### src/rtl/mul_pkg.sv
// rtl/mul_pkg.sv - shared state encoding and width helpers for the sequential multiplier
// Purpose: state codes and the iteration-counter width function used by seq_multiplier_ctrl.
// Ports: none (package).
package mul_pkg;

  localparam logic [1:0] ST_IDLE = 2'd0;
  localparam logic [1:0] ST_RUN  = 2'd1;
  localparam logic [1:0] ST_DONE = 2'd2;

  typedef enum logic [1:0] {
    S_IDLE = ST_IDLE,
    S_RUN  = ST_RUN,
    S_DONE = ST_DONE
  } state_e;

  // Counter must be able to hold 0..W.
  function automatic int cnt_width(input int w);
    return $clog2(w + 1);
  endfunction

endpackage

### src/rtl/ripple_carry_adder.sv
// rtl/ripple_carry_adder.sv - w-bit ripple-carry adder, the multiplier's only arithmetic element
// Purpose: combinational a + b + carry_in with carry out.
// Ports:
//   a_i, b_i     [w-1:0] addends
//   carry_in_i   carry into bit 0
//   sum_o        [w-1:0] sum
//   carry_out_o  carry out of bit w-1
module ripple_carry_adder #(
  parameter int w = 16
) (
  input  logic [w-1:0] a_i,
  input  logic [w-1:0] b_i,
  input  logic         carry_in_i,
  output logic [w-1:0] sum_o,
  output logic         carry_out_o
);

  logic [w:0] carry;

  assign carry[0] = carry_in_i;

  for (genvar i = 0; i < w; i++) begin : g_bit
    assign sum_o[i]     = a_i[i] ^ b_i[i] ^ carry[i];
    assign carry[i + 1] = (a_i[i] & b_i[i]) | (carry[i] & (a_i[i] ^ b_i[i]));
  end

  assign carry_out_o = carry[w];

endmodule

### src/rtl/seq_multiplier_ctrl.sv
// rtl/seq_multiplier_ctrl.sv - shift-and-add unsigned multiplier sharing one ripple-carry adder
// Purpose: multi-cycle MUL unit; one add/shift iteration per clock for W clocks.
// Ports:
//   clk, rst             clock, synchronous active-high reset
//   start                begin a multiply (accepted only while ready=1)
//   operand_a/operand_b  [W-1:0] multiplicand / multiplier, captured on accept
//   ready                high in IDLE
//   busy                 high in RUN and DONE
//   done                 one-cycle pulse, product valid from this cycle
//   product              [2W-1:0] result, held until the next completed multiply
module seq_multiplier_ctrl
  import mul_pkg::*;
#(
  parameter int W = 16
) (
  input  logic           clk,
  input  logic           rst,
  input  logic           start,
  input  logic [W-1:0]   operand_a,
  input  logic [W-1:0]   operand_b,
  output logic           ready,
  output logic           busy,
  output logic           done,
  output logic [2*W-1:0] product
);

  localparam int CNT_W = cnt_width(W);
  localparam logic [CNT_W-1:0] CNT_LAST = CNT_W'(W - 1);

  state_e           state_q, state_d;
  logic [W-1:0]     m_q, m_d;
  logic [W-1:0]     acc_q, acc_d;
  logic [W-1:0]     q_q, q_d;
  logic             c_q, c_d;
  logic [CNT_W-1:0] cnt_q, cnt_d;
  logic [2*W-1:0]   product_q, product_d;

  logic [W-1:0]     add_sum;
  logic             add_cout;

  ripple_carry_adder #(.w(W)) u_adder (
    .a_i         (acc_q),
    .b_i         (m_q),
    .carry_in_i  (1'b0),
    .sum_o       (add_sum),
    .carry_out_o (add_cout)
  );

  always_comb begin
    state_d   = state_q;
    m_d       = m_q;
    acc_d     = acc_q;
    q_d       = q_q;
    c_d       = c_q;
    cnt_d     = cnt_q;
    product_d = product_q;
    ready     = 1'b0;
    busy      = 1'b0;
    done      = 1'b0;

    case (state_q)
      S_IDLE: begin
        ready = 1'b1;
        if (start) begin
          m_d     = operand_a;
          q_d     = operand_b;
          acc_d   = '0;
          c_d     = 1'b0;
          cnt_d   = '0;
          state_d = S_RUN;
        end
      end

      S_RUN: begin
        busy = 1'b1;
        // Add path keeps the adder carry as the new top bit so it lands in
        // ACC[W-1] after the shift. The hold path shifts in C, which is
        // always zero after any shift, so this equals shifting in 1'b0.
        if (q_q[0]) begin
          {c_d, acc_d, q_d} = {add_cout, add_sum, q_q} >> 1;
        end else begin
          {c_d, acc_d, q_d} = {c_q, acc_q, q_q} >> 1;
        end
        cnt_d = cnt_q + CNT_W'(1);
        if (cnt_q == CNT_LAST) begin
          // Capture the final iteration's result so it is visible in DONE.
          product_d = {acc_d, q_d};
          state_d   = S_DONE;
        end
      end

      S_DONE: begin
        busy    = 1'b1;
        done    = 1'b1;
        state_d = S_IDLE;
      end

      default: begin
        state_d = S_IDLE;
      end
    endcase
  end

  always_ff @(posedge clk) begin
    if (rst) begin
      state_q   <= S_IDLE;
      m_q       <= '0;
      acc_q     <= '0;
      q_q       <= '0;
      c_q       <= 1'b0;
      cnt_q     <= '0;
      product_q <= '0;
    end else begin
      state_q   <= state_d;
      m_q       <= m_d;
      acc_q     <= acc_d;
      q_q       <= q_d;
      c_q       <= c_d;
      cnt_q     <= cnt_d;
      product_q <= product_d;
    end
  end

  assign product = product_q;

endmodule

### config.mk
export PLATFORM = sky130hd
export DESIGN_NAME = seq_multiplier_ctrl
export DESIGN_NICKNAME = d
export VERILOG_FILES = /design/src/rtl/mul_pkg.sv /design/src/rtl/ripple_carry_adder.sv /design/src/rtl/seq_multiplier_ctrl.sv
export SDC_FILE = /design/constraint.sdc
export NUM_CORES = 1
export LEC_CHECK = 0
export CORE_ASPECT_RATIO = 0.5
export CORE_MARGIN = 1.5
export CORE_UTILIZATION = 40
export CTS_CLUSTER_DIAMETER = 60
export DETAILED_ROUTE_END_ITERATION = 12
export MAX_ROUTING_LAYER = met4
export PLACE_DENSITY_LB_ADDON = 0.25
export SLEW_MARGIN = 20
export SYNTH_ARGS = -nofsm -noshare
export SYNTH_HDL_FRONTEND = slang
export SYNTH_SLANG_ARGS = --single-unit
### constraint.sdc
create_clock -name clk -period 5.6 [get_ports clk]
set_input_delay 1.12 -clock clk [delete_from_list [all_inputs] [get_ports clk]]
set_output_delay 1.12 -clock clk [all_outputs]
set_load 0.01 [all_outputs]
# Yosys cells after proc, flatten, opt, wreduce, memory -nomap -nowiden
# Cells that the tools add are included.
# Widths: inputs -> output; s select.
# word_totals
regBits	88
inputBits	35
output_inout_bits	35
# classes
add_sub_neg	1
eq_ne	5
muxes	16
bitwise	77
n_reduce_logical	7
# op_table
cell	n
$mux 16	4
$pmux 16 s2	2
$and 1x1->1	31
$xor 1x1->1	31
$or 1x1->1	15
$pmux 5 s2	1
$reduce_and 2->1	4
$add 5x1->5 const B	1
$eq 5x4->1 const B	1
$mux 5	1
$mux 1	4
$mux 2	2
$ne 2x2->1 const B	2
$pmux 2 s2	1
$eq 2x1->1 const B	1
$eq 2x2->1 const B	1
$logic_not 2->1	1
$pmux 1 s2	1
$reduce_bool 2->1	1
$reduce_or 2->1	1

# Depth between registers and ports, before layout
# logic_depth
depth_word	33
depth_mapped	25
mapped_depth_nobuf	25

# By module
# From an unflattened synthesis, not the netlist that was laid out.
# hier_totals
hier_cells	430
hier_area_um2	3880.0
# modules_own_cells
module	instances	cells_each	area_each_um2	seq_area_each_um2
seq_multiplier_ctrl	1	404	3522.1	1741.7
ripple_carry_adder	1	26	357.8	0.0

# Worst setup path after synthesis
# Ideal clock, no wire load.
# synth_timing
kind	reg2reg
from	reg acc_q[0]
to	reg acc_q[14]
setup_time_ns	0.127
t_arrival_ns	6.077
t_required_ns	5.473
slack_ns	-0.604
stages_incl_launch_ff	26
n_path_buf	0
synth_period_minus_slack_ns	6.204
path_cell_list	dfxtp_1 > ha_1 > inv_1 > fa_1 > fa_1 > fa_1 > fa_1 > fa_1 > fa_1 > fa_1 > fa_1 > inv_1 > fa_1 > inv_1 > fa_1 > fa_1 > inv_1 > fa_1 > fa_1 > inv_1 > fa_1 > inv_1 > fa_1 > mux2i_1 > o32ai_1 > nor2b_1
# synth_between
elab_chain_len	32
# synth_rtl
item	line	source
start: declaration	seq_multiplier_ctrl.sv:32	logic [W-1:0] acc_q, acc_d;
start signal: assignment	seq_multiplier_ctrl.sv:108	acc_q <= '0;
start signal: assignment	seq_multiplier_ctrl.sv:116	acc_q <= acc_d;
$and 1x1->1 (2 in a row)	ripple_carry_adder.sv:24	assign carry[i + 1] = (a_i[i] & b_i[i]) | (carry[i] & (a_i[i] ^ b_i[i]));
$or 1x1->1	ripple_carry_adder.sv:24	
$and 1x1->1	ripple_carry_adder.sv:24	
$or 1x1->1	ripple_carry_adder.sv:24	
$and 1x1->1	ripple_carry_adder.sv:24	
$or 1x1->1	ripple_carry_adder.sv:24	
$and 1x1->1	ripple_carry_adder.sv:24	
$or 1x1->1	ripple_carry_adder.sv:24	
[15 not listed]	-	
$or 1x1->1	ripple_carry_adder.sv:24	
$and 1x1->1	ripple_carry_adder.sv:24	
$or 1x1->1	ripple_carry_adder.sv:24	
$and 1x1->1	ripple_carry_adder.sv:24	
$or 1x1->1	ripple_carry_adder.sv:24	
$xor 1x1->1	ripple_carry_adder.sv:23	assign sum_o[i] = a_i[i] ^ b_i[i] ^ carry[i];
$mux 16	seq_multiplier_ctrl.sv:79	if (q_q[0]) begin
$pmux 16 s2	seq_multiplier_ctrl.sv:61	case (state_q)
# No other way between the ends.
# A chain may end at the register's enable or synchronous reset.

# Worst setup path after layout
# layout_timing
from	reg m_q[0]
to	reg acc_q[14]
# layout_between
elab_chain_len	32
# layout_rtl
item	line	source
start: declaration	seq_multiplier_ctrl.sv:31	logic [W-1:0] m_q, m_d;
start signal: assignment	seq_multiplier_ctrl.sv:115	m_q <= m_d;
$and 1x1->1 (2 in a row)	ripple_carry_adder.sv:24	
$or 1x1->1	ripple_carry_adder.sv:24	
$and 1x1->1	ripple_carry_adder.sv:24	
$or 1x1->1	ripple_carry_adder.sv:24	
$and 1x1->1	ripple_carry_adder.sv:24	
$or 1x1->1	ripple_carry_adder.sv:24	
$and 1x1->1	ripple_carry_adder.sv:24	
$or 1x1->1	ripple_carry_adder.sv:24	
[15 not listed]	-	
$or 1x1->1	ripple_carry_adder.sv:24	
$and 1x1->1	ripple_carry_adder.sv:24	
$or 1x1->1	ripple_carry_adder.sv:24	
$and 1x1->1	ripple_carry_adder.sv:24	
$or 1x1->1	ripple_carry_adder.sv:24	
$xor 1x1->1	ripple_carry_adder.sv:23	
$mux 16	seq_multiplier_ctrl.sv:79	
$pmux 16 s2	seq_multiplier_ctrl.sv:61	
# No other way between the ends.

==> reports/metrics.cfg <==
[layout]
drive_gt1_share_pct = 10.55
stdcell_count = 647
area_growth_pct = 28.35
diodes = 0
fin_nets = 563

[critical_path]
startpoint = m_q[0]
worstPathMaxFanout = 2
r2r_end = acc_q[14]
rr_worst_depth = 25
ff2ff_setup_slack_ps = -460
required_ps = 5790
arrival_ps = 6250
critPathLaunchType = flip-flop
crit_type = flip-flop to flip-flop
reg2reg_from = m_q[0]
end_kind = flip-flop
crit_path_end = acc_q[14]

[placed_design]
dp_hpwl_um = 5811
place_inst = 630
io_buffer_count = 69
gp_congestion = 0.7883

[logic_synthesis]
seq_area_frac_synth_pct = 43.80
synth_seq_cells = 87
synth_top_cell_by_area = dfxtp_1
ys.flop_type = dfxtp_1
synthArstFlopShare_pct = 0
synth.cell_area_um2 = 3976
yosysWarnings = 0
synth.area.top_cells = dfxtp_1, nand2_1, a21oi_1
avgSynthCellArea_um2 = 8.720
yosysTopAreaCellShare_pct = 43.80
syn-num-nets = 512
syn_inst = 456
synth_edf_count = 0
synth.distinct_cells = 35

[die]
rows = 25
die_x_um = 144
start_util_pct = 41.68
dieArea_um2 = 10580
pin_count = 70
coreArea_um2 = 9540
die_y_um = 73.50

[power]
power.density_nw_per_um2 = 297.7
leakage_nw = 1.706
vdd_drop_max_v = 0.0001388
post-layout-total-power_mw = 1.519

[detailed_routing]
drtAntennaViolNets = 0
drc = 0
first_pass_iters = 4
drtIter0Drc = 96
wl_per_cell_um = 13.62
num_vias = 3218
vias_per_cell = 4.974
routed_wl_um = 8812

[clock_network]
clk_transition_reported_paths_ps = 60
cts_buffers = 9
clk_latency_ps = 330
cts-root-buf = clkbuf_16
tritoncts = built
clkSinkCount = 87
htree_num_levels = 3
clock_tree.buffer_depth = 2
cts_hold_buf = 0

[run_status]
violations = setup timing
status = complete, but fails checks

[global_routing]
antenna_found_initial = 0
grt_usage_pct = 18.97
overflow = 0
grt_pass1_vias = 3062
grt_pass1_wl_um = 14880
grt_max_degree = 54

[timing]
fin_hold_ws_ps = 450.2
worst_pin_slew_ps = 1053
clock.fmax_mhz = 165.1
grt_setup_unrepaired = yes
fin_skew_ps = 3.943
finalCritPeriodShare_pct = 108.2
worst_slack_ps = -457.5
hold_viol_final = 0
maxSlewHeadroom_pct = 29.64
min_period_ps = 6058
final_max_slew_viol_count = 0
timing.final.setup_violations = 5
setup_tns_ps = -954.2

[job]
maxCapViolCount = 0

[min_path]
hp-class = flip-flop to flip-flop

cells in the mapped netlist (all sizes together), types with 2 or more instances:
| master | instances |
|---|---|
| o2111ai | 11 |
| a21oi | 60 |
| clkbuf | 14 |
| o211ai | 11 |
| a211oi | 22 |
| nor2 | 22 |
| ha | 6 |
| inv | 34 |
| buf | 21 |
| and2 | 2 |
| nand2b | 2 |
| o32ai | 5 |
| nand3 | 3 |
| nor2b | 8 |
| fa | 15 |
| mux2i | 21 |
| nand2 | 102 |
| dfxtp | 87 |
how the worst min path moves through the flow:
stage,start,end,slack [ps],cells past startpoint
final,product[26],product[26],450,2
after global routing,m_q[4],m_q[4],470,2
after CTS,product[26],product[26],450,2
after detailed placement,product[26],product[26],450,2
after global placement,m_q[10],m_q[10],450,2
after floorplan,m_q[10],m_q[10],440,2
flip-flops by register name, indices dropped and copies added (netlist names):
signal	count
product	32
acc_q	16
m_q	16
q_q	16
cnt_q	5
state_q	2
repair_timing:
item / in CTS / in global routing
endpoints found under the setup margin: 4 / 7
setup buffers: 1 / 0
gates resized for setup: 3 / 8
pin swaps: 1 / 1
hold endpoints to repair: 0 / 0
routing by layer:
layer,part of all wire (%),vias up,track usage [%]
met5,0,-,-
met4,1.5,0,6.349
met3,4.4,14,5.346
met2,47,52,29.56
met1,47,1507,23.92
li1,-,1645,-
final cells by class:
cell class / count / area (um^2)
multi-input combinational: 300 / 1986
clock inverter: 6 / 107.6
tap: 135 / 168.9
clock buffer: 10 / 239.0
fill: 903 / 4437
inverter: 34 / 127.6
sequential: 87 / 1744
timing repair buffer: 75 / 730.7
kinds of logic after synthesis:
family | after synthesis | share of synthesized area (%)
buf+inv | 69 | 7.615
compound gates | 113 | 18.09
simple gates | 144 | 15.07
fa+ha+maj | 21 | 9.440
mux | 22 | 5.978
flops | 87 | 43.80
critical path, stage by stage (launching register included):
cell     delay, ps
dfxtp_2        360
ha_4           140
inv_2           30
fa_2           340
fa_2           370
fa_2           350
fa_2           350
fa_2           340
fa_2           350
fa_2           340
fa_2           340
inv_2           60
fa_2           180
inv_2           40
fa_2           320
fa_2           340
inv_2           60
fa_2           180
fa_2           190
inv_2           40
fa_2           330
inv_2           60
fa_1           390
mux2i_1        190
o32ai_1         90
nor2b_1        140
power breakdown:
part	total, mW	internal (mW)	leakage, nW	switching [mW]
clock network	0.688	0.446	0.168	0.241
logic	0.168	0.0700	0.829	0.0981
registers	0.663	0.644	0.709	0.0194
metrics by stage:
stage               utilization [%]  setup slack, ps  instance area [um^2]
CTS                           53.27           -426.3                  5082
finish                        53.50           -457.5                  5104
global placement              49.52           -413.6                  4725
floorplan                         -           -237.8                  4005
detailed placement            49.52           -488.2                  4725
global route                  53.50           -673.3                  5104
cell usage in the layout, fill, tap and decap left out, types with 2 or more instances in the layout:
master	Yosys	final
a211oi_1	22	22
a21oi_1	60	59
buf_4	4	6
bufinv_16	0	3
clkbuf_16	0	9
clkdlybuf4s50_1	0	68
clkinv_2	0	2
dfxtp_1	87	85
dfxtp_2	0	2
fa_2	0	14
ha_1	6	4
inv_1	33	27
inv_2	1	7
mux2i_1	20	20
nand2_1	102	102
nand2b_1	2	2
nand3_1	3	3
nor2_1	22	22
nor2b_1	7	7
o2111ai_1	11	11
o211ai_1	11	11
o32ai_1	5	5
Note: power is estimated with default switching activity, not from simulation.
